===== config.mk =====
export PLATFORM = sky130hd
export DESIGN_NAME = ct_vfalu_ereg_fflags_buf
export DESIGN_NICKNAME = d
export VERILOG_FILES = /design/src/rtl/ct_vfalu_ereg_fflags_buf.sv
export SDC_FILE = /design/constraint.sdc
export NUM_CORES = 1
export LEC_CHECK = 0
export CORE_MARGIN = 2
export CORE_UTILIZATION = 60
export CTS_CLUSTER_DIAMETER = 60
export DETAILED_ROUTE_END_ITERATION = 10
export GPL_ROUTABILITY_DRIVEN = 0
export PLACE_DENSITY = 0.85
export REMOVE_ABC_BUFFERS = 1
export SLEW_MARGIN = 20
export SYNTH_ARGS = -nofsm -noshare
export SYNTH_HDL_FRONTEND = slang
export SYNTH_SLANG_ARGS = --single-unit

===== constraint.sdc =====
create_clock -name forever_cpuclk -period 4.45 [get_ports forever_cpuclk]
set_clock_uncertainty 0.05 [all_clocks]
set_input_delay 0.445 -clock forever_cpuclk [delete_from_list [all_inputs] [get_ports forever_cpuclk]]
set_output_delay 0.445 -clock forever_cpuclk [all_outputs]
set_load 0.05 [all_outputs]

===== src/rtl/ct_vfalu_ereg_fflags_buf.sv =====
// rtl/ct_vfalu_ereg_fflags_buf.sv - pending fcnvt exception-flag buffer and fflags accumulator
// Optional feature macro: CT_VFALU_EREG_OVF_EN (sticky overflow error flop)
module ct_vfalu_ereg_fflags_buf #(
    parameter int DEPTH = 4,
    parameter int IID_W = 7,
    parameter int CNT_W = 3
) (
    input  logic             forever_cpuclk,
    input  logic             cpurst_b,
    input  logic             fcnvt_ereg_forward_r_vld,
    input  logic [4:0]       fcnvt_ereg_forward_result,
    input  logic [IID_W-1:0] dp_vfalu_ex3_pipex_iid,
    input  logic             rtu_vfpu_commit_vld,
    input  logic [IID_W-1:0] rtu_vfpu_commit_iid,
    input  logic             rtu_yy_xx_flush,
    input  logic             cp0_vfpu_fflags_clr,
    output logic             vfalu_ereg_full,
    output logic [CNT_W-1:0] vfalu_ereg_entry_cnt,
    output logic [4:0]       vfalu_cp0_fflags,
    output logic             vfalu_cp0_fflags_upd,
    output logic             vfalu_ereg_ovf_err
);

    logic [DEPTH-1:0] r_vld;
    logic [IID_W-1:0] r_iid   [DEPTH];
    logic [4:0]       r_flags [DEPTH];
    logic [CNT_W-1:0] r_cnt;
    logic             r_full;
    logic [4:0]       r_fflags;
    logic             r_upd;

    logic             w_nz;
    logic             w_byp;
    logic [DEPTH-1:0] w_match;
    logic [4:0]       w_cmt_flags;
    logic             w_cmt_hit;
    logic             w_alloc_req;
    logic [DEPTH-1:0] w_alloc_oh;
    logic             w_found;
    logic [DEPTH-1:0] w_vld_nxt;
    logic [CNT_W-1:0] w_cnt_nxt;

    // Commit matching, bypass detection, lowest-free slot pick and next-state valid vector.
    // The free-slot search looks only at the current valid bits, so a slot being
    // freed by this cycle's commit is not handed out until the following cycle.
    always_comb begin
        w_nz        = fcnvt_ereg_forward_r_vld && (fcnvt_ereg_forward_result != 5'b0);
        w_byp       = rtu_vfpu_commit_vld && w_nz &&
                      (rtu_vfpu_commit_iid == dp_vfalu_ex3_pipex_iid);
        w_match     = '0;
        w_cmt_flags = w_byp ? fcnvt_ereg_forward_result : 5'b0;
        for (int i = 0; i < DEPTH; i++) begin
            w_match[i] = r_vld[i] && rtu_vfpu_commit_vld && (r_iid[i] == rtu_vfpu_commit_iid);
            if (w_match[i]) begin
                w_cmt_flags = w_cmt_flags | r_flags[i];
            end
        end
        w_cmt_hit   = (|w_match) || w_byp;
        w_alloc_req = w_nz && !w_byp && !rtu_yy_xx_flush;
        w_alloc_oh  = '0;
        w_found     = 1'b0;
        for (int i = 0; i < DEPTH; i++) begin
            if (!r_vld[i] && !w_found) begin
                w_alloc_oh[i] = 1'b1;
                w_found       = 1'b1;
            end
        end
        if (rtu_yy_xx_flush) begin
            w_vld_nxt = '0;
        end else begin
            w_vld_nxt = (r_vld & ~w_match) | (w_alloc_req ? w_alloc_oh : '0);
        end
        w_cnt_nxt = '0;
        for (int i = 0; i < DEPTH; i++) begin
            w_cnt_nxt = w_cnt_nxt + CNT_W'(w_vld_nxt[i]);
        end
    end

    // Entry valid bits and registered count/full derived from the next-state vector.
    always_ff @(posedge forever_cpuclk or negedge cpurst_b) begin
        if (!cpurst_b) begin
            r_vld  <= '0;
            r_cnt  <= '0;
            r_full <= 1'b0;
        end else begin
            r_vld  <= w_vld_nxt;
            r_cnt  <= w_cnt_nxt;
            r_full <= (w_cnt_nxt == CNT_W'(DEPTH));
        end
    end

    // Entry payload capture into the slot chosen for allocation.
    always_ff @(posedge forever_cpuclk or negedge cpurst_b) begin
        if (!cpurst_b) begin
            for (int i = 0; i < DEPTH; i++) begin
                r_iid[i]   <= '0;
                r_flags[i] <= '0;
            end
        end else begin
            for (int i = 0; i < DEPTH; i++) begin
                if (w_alloc_req && w_alloc_oh[i]) begin
                    r_iid[i]   <= dp_vfalu_ex3_pipex_iid;
                    r_flags[i] <= fcnvt_ereg_forward_result;
                end
            end
        end
    end

    // Architectural accumulator: a CSR clear wipes old flags but keeps this cycle's commit.
    always_ff @(posedge forever_cpuclk or negedge cpurst_b) begin
        if (!cpurst_b) begin
            r_fflags <= '0;
            r_upd    <= 1'b0;
        end else begin
            r_fflags <= cp0_vfpu_fflags_clr ? w_cmt_flags : (r_fflags | w_cmt_flags);
            r_upd    <= w_cmt_hit;
        end
    end

`ifdef CT_VFALU_EREG_OVF_EN
    logic r_ovf;
    logic w_ovf_set;

    assign w_ovf_set = w_alloc_req && (&r_vld);

    // Sticky overflow: only reset clears it, flush leaves it set.
    always_ff @(posedge forever_cpuclk or negedge cpurst_b) begin
        if (!cpurst_b) begin
            r_ovf <= 1'b0;
        end else if (w_ovf_set) begin
            r_ovf <= 1'b1;
        end
    end

    assign vfalu_ereg_ovf_err = r_ovf;
`else
    assign vfalu_ereg_ovf_err = 1'b0;
`endif

    assign vfalu_ereg_full      = r_full;
    assign vfalu_ereg_entry_cnt = r_cnt;
    assign vfalu_cp0_fflags     = r_fflags;
    assign vfalu_cp0_fflags_upd = r_upd;

endmodule


Word-level counts from Yosys, hierarchy flattened
Cells that the tools add are included.

Register bits: 62. Bits of input ports: 25.

Bitwise gates (word level): 8. Reductions and logical operators: 30. Eq/ne operators: 6. Multiplexer cells: 14. Add/subtract/negate cells: 3.

Operators with widths (count): 7-bit equality test (5); 5-bit 2-to-1 mux (6); 5-bit OR (5); 1-bit logical AND (20); 4-bit 2-to-1 mux (2); 1-bit zero test (7); 1-bit 2-to-1 mux (6); 5-bit nonzero test (1); 4-bit AND (1); 4-bit inverter (1); 4-bit OR (1); 4-bit OR reduction (1); 2-bit by 1-bit adder with 3-bit output (1); 3-bit by 1-bit adder with 3-bit output (1); 3-bit equality test (second input constant) (1); 1-bit by 1-bit adder with 2-bit output (1); 1-bit logical OR (1).

Longest topological paths before layout
Depth in word-level cells: 16. Mapped depth: 12. Gate-level depth less buffers: 9.

Least setup slack after synthesis
No wires, ideal clock.

Path kind: input to register. From: input rtu_vfpu_commit_iid[4]. To: register r_full (netlist: vfalu_ereg_full). Path slack: 1.382 ns. Required time: 4.312 ns. Setup time: 0.088 ns. Buffers on the path: 1. Stages: 10. Arrival: 2.930 ns. Cells stage by stage: buf_4 -> xor2_1 -> or4_4 -> nor4_4 -> nor2_1 -> o21a_1 -> fa_1 -> ha_1 -> ha_1 -> nor3b_1.

Word-level cells in the longest chain between the ends: 12.

RTL lines: from (decl) (line 14) `input logic [IID_W-1:0] rtu_vfpu_commit_iid,`; 7-bit equality test (line 49) `(rtu_vfpu_commit_iid == dp_vfalu_ex3_pipex_iid);`; 1-bit logical AND (line 48) `w_byp = rtu_vfpu_commit_vld && w_nz &&`; 1-bit zero test (line 59) `w_alloc_req = w_nz && !w_byp && !rtu_yy_xx_flush;`; 1-bit logical AND (2 in a row) (line 59); 4-bit 2-to-1 mux (line 71) `w_vld_nxt = (r_vld & ~w_match) | (w_alloc_req ? w_alloc_oh : '0);`; 4-bit OR * (line 71); 4-bit 2-to-1 mux * (line 68) `if (rtu_yy_xx_flush) begin`; net w_vld_nxt[1] (line 40) `logic [DEPTH-1:0] w_vld_nxt;`; 1-bit by 1-bit adder with 2-bit output * (line 75) `w_cnt_nxt = w_cnt_nxt + CNT_W'(w_vld_nxt[i]);`; 2-bit by 1-bit adder with 3-bit output * (line 75); 3-bit by 1-bit adder with 3-bit output * (line 75); net w_cnt_nxt[1] (line 41) `logic [CNT_W-1:0] w_cnt_nxt;`; 3-bit equality test * (line 88) `r_full <= (w_cnt_nxt == CNT_W'(DEPTH));`; to (signal assigned) (line 88); to (decl) (line 28) `logic r_full;`.

The timed path passes the listed nets; every way through them passes the cells marked *. A chain may end at the register's enable or synchronous reset.

Final worst setup path
Same ends and word-level chain as after synthesis.

==> impl_metrics.json <==
{
  "drt-initial-drc-count": 118,
  "drtPass1Iterations": 7,
  "hold_buffers": 0,
  "ios": 36,
  "crit_path_start_kind": "primary input",
  "p_sw_share_pct": 26.3,
  "grt_use_total_pct": 24.2,
  "p_per_area_nw_per_um2": 402,
  "port_buffers": 34,
  "drc_errors": 2,
  "postRouteWirelength_um": 6450,
  "drive_gt1_share_pct": 28.1,
  "crit_type": "primary input to flop",
  "clk_latency_ns": 0.34,
  "fmax_ghz": 0.287,
  "core_area_um2": 5070,
  "path_buf_inv": 1,
  "antenna_cells": 0,
  "synth_area_um2": 3130,
  "finalHoldViolations": 0,
  "grt-ovfl-total": 0,
  "htree_levels": 3,
  "maxSlewViolCount": 0,
  "seq_area_frac_synth_pct": 49.6,
  "start_util_pct": 61.6,
  "grt_pass1_vias": 1993,
  "antenna_found_initial": 0,
  "drv_cap": 0,
  "grt_first_pass_wirelength_um": 10600,
  "dp_slack_ns": 0.594,
  "cts.sinks": 62,
  "num_rows": 26,
  "period_share_pct": 78.2,
  "layout_common_cells": "dfrtp_1 (62), clkdlybuf4s50_1 (33), mux2_4 (28)",
  "cts_tree": "yes",
  "final_cell_area_um2": 3680,
  "grt_max_degree": 42,
  "final_common_cell": "dfrtp_1",
  "die_w_um": 76.2,
  "endpoint_kind": "flop",
  "finalSetupTns_ns": 0,
  "cpMostUsedCell": "ha_1",
  "dieHeight_um": 76.2,
  "synth_cell_types": 35,
  "seqPwrFrac_pct": 47.9,
  "crit_chain": "clkdlybuf4s50_1 -> xor2_1 -> or4_4 -> nor4_4 -> nor2_1 -> o21a_1 -> fa_1 -> ha_1 -> ha_1 -> nor3b_1",
  "worst_slew_pin_slew_ns": 0.973,
  "worst_slack_ns": 0.968,
  "drt-vias-per-instance": 5.61,
  "clockBufferDepth": 2,
  "die_area_um2": 5800,
  "rsz0062_at_grt": "no",
  "combPwrFrac_pct": 18.0,
  "nets": 293,
  "power_leakage_nw": 1.64,
  "cp_top_family": "simple AND/OR/NAND/NOR gates",
  "hp-class": "primary input to async pin",
  "ir_drop_mv": 0.235,
  "post_dp_cell_area_um2": 3480,
  "syn_avg_cell_area_um2": 13.7,
  "post_cts_resized": 0,
  "violations": "design-rule violations",
  "crit_slowest_cell": "clkdlybuf4s50_1",
  "final_util_pct": 72.6,
  "arrival_ns": 3.69,
  "ctsRootBufferMaster": "clkbuf_8",
  "fin_cells": 340,
  "cts_setup_buffers": 0,
  "cpPeakStageDelay_ns": 0.55,
  "period_minus_slack_ns": 3.48,
  "syn_to_final_growth_pct": 17.8,
  "hold_ws_ns": 0.0135,
  "ys_warn_count": 0,
  "path_max_fanout": 7,
  "finalPower_mw": 1.48,
  "cts_made_buffers": 9,
  "vias": 1907,
  "wl_per_cell_um": 19.0,
  "ys_ff_latch": 62,
  "worst_slew_margin_rel_pct": 35.0,
  "worstPathRequired_ns": 4.66,
  "setup_viol": 0,
  "netlist_instances": 228,
  "post-place-cells": 324,
  "p_switching_uw": 388,
  "clockPowerShare_pct": 34.1,
  "p_int_mw": 1.09,
  "clk_pin_slew_ns": 0.07,
  "status": "finished with violations",
  "antenna_left": 0,
  "post-dp-hpwl_um": 4360
}
## synthesized netlist by cell type, drive strengths merged
cell     n  area share [%]
buf     13             3.4
nand3    4            0.64
a222oi   5             1.6
inv      1            0.12
a221oi   5             1.4
nor3     3            0.84
nor3b    2            0.48
nor2b    5             1.0
nand2   12             1.4
fa       1            0.64
xor2    14             3.9
a21oi    1            0.16
conb     1            0.12
o31a     1            0.28
or4      6             1.8
nand4    3            0.60
dfrtp   62              50
xnor2   20             5.6
nor4     6             2.4
or3      1            0.20
o21a     2            0.48
o21ai    1            0.28
mux2    48              21
nand2b   5             1.0
nor2     4            0.56
ha       2            0.80
## worst register-to-register path: cells and delay by family (launching register included)
kind	cells	cell delay [ns]
AO/OA/AOI/OAI	1	0.16
XOR/XNOR	1	0.15
adder cells (fa/ha/maj)	3	0.96
flip-flops	1	0.39
AND/OR/NAND/NOR	4	1.36
## path summary, 6_finish.rpt
path / end / cells past startpoint / start / slack (ns)
worst max-delay path: vfalu_ereg_full / 10 / rtu_vfpu_commit_iid[4] / 0.97
worst min-delay path: vfalu_ereg_entry_cnt[2] / 1 / cpurst_b / 0.01
worst max register to register: vfalu_ereg_full / 9 / r_iid[18] / 1.30
worst min register to register: vfalu_cp0_fflags[4] / 2 / r_flags[14] / 0.45
max in group asynchronous: vfalu_cp0_fflags[1] / 2 / cpurst_b / 3.43
min in group forever_cpuclk: vfalu_cp0_fflags[4] / 2 / r_flags[14] / 0.45
## power by group through the flow
stage                     registers (mW)  clock network (mW)  logic (mW)
after global placement             0.710                   0       0.257
final                              0.708               0.505       0.266
after CTS                          0.707               0.517       0.266
after detailed placement           0.714                   0       0.265
after global routing               0.718               0.541       0.286
after floorplan                    0.708                   0       0.177
## registers in the layout (all words and copies together) (netlist names)
signal / flops
r_iid: 28
r_flags: 20
vfalu_cp0_fflags: 5
r_vld: 4
vfalu_ereg_entry_cnt: 3
vfalu_cp0_fflags_upd: 1
vfalu_ereg_full: 1
## cell families after synthesis
kind of cell	after synthesis	synth area share (%)
other cells	1	0.120
buf+inv	14	3.52
xor+xnor	34	9.52
compound gates	15	4.20
simple gates	51	10.9
mux	48	20.6
fa+ha+maj	3	1.44
flops	62	49.6
## area by class of cell
| class | instances | area, um2 |
|---|---|---|
| Inverter | 1 | 3.75 |
| Timing Repair Buffer | 39 | 373 |
| Multi-Input combinational cell | 152 | 1470 |
| Sequential cell | 62 | 1550 |
| Clock inverter | 3 | 42.5 |
| Fill cell | 369 | 1390 |
| Clock buffer | 13 | 159 |
| Tap cell | 70 | 87.6 |
## metal layers
layer | global-route usage [%] | wire length, um
met4 | 9.45 | 74
met3 | 7.11 | 379
met5 | 0 | 0
met2 | 37.9 | 3200
met1 | 32.1 | 2800
Power figures use the tool's default switching activity.
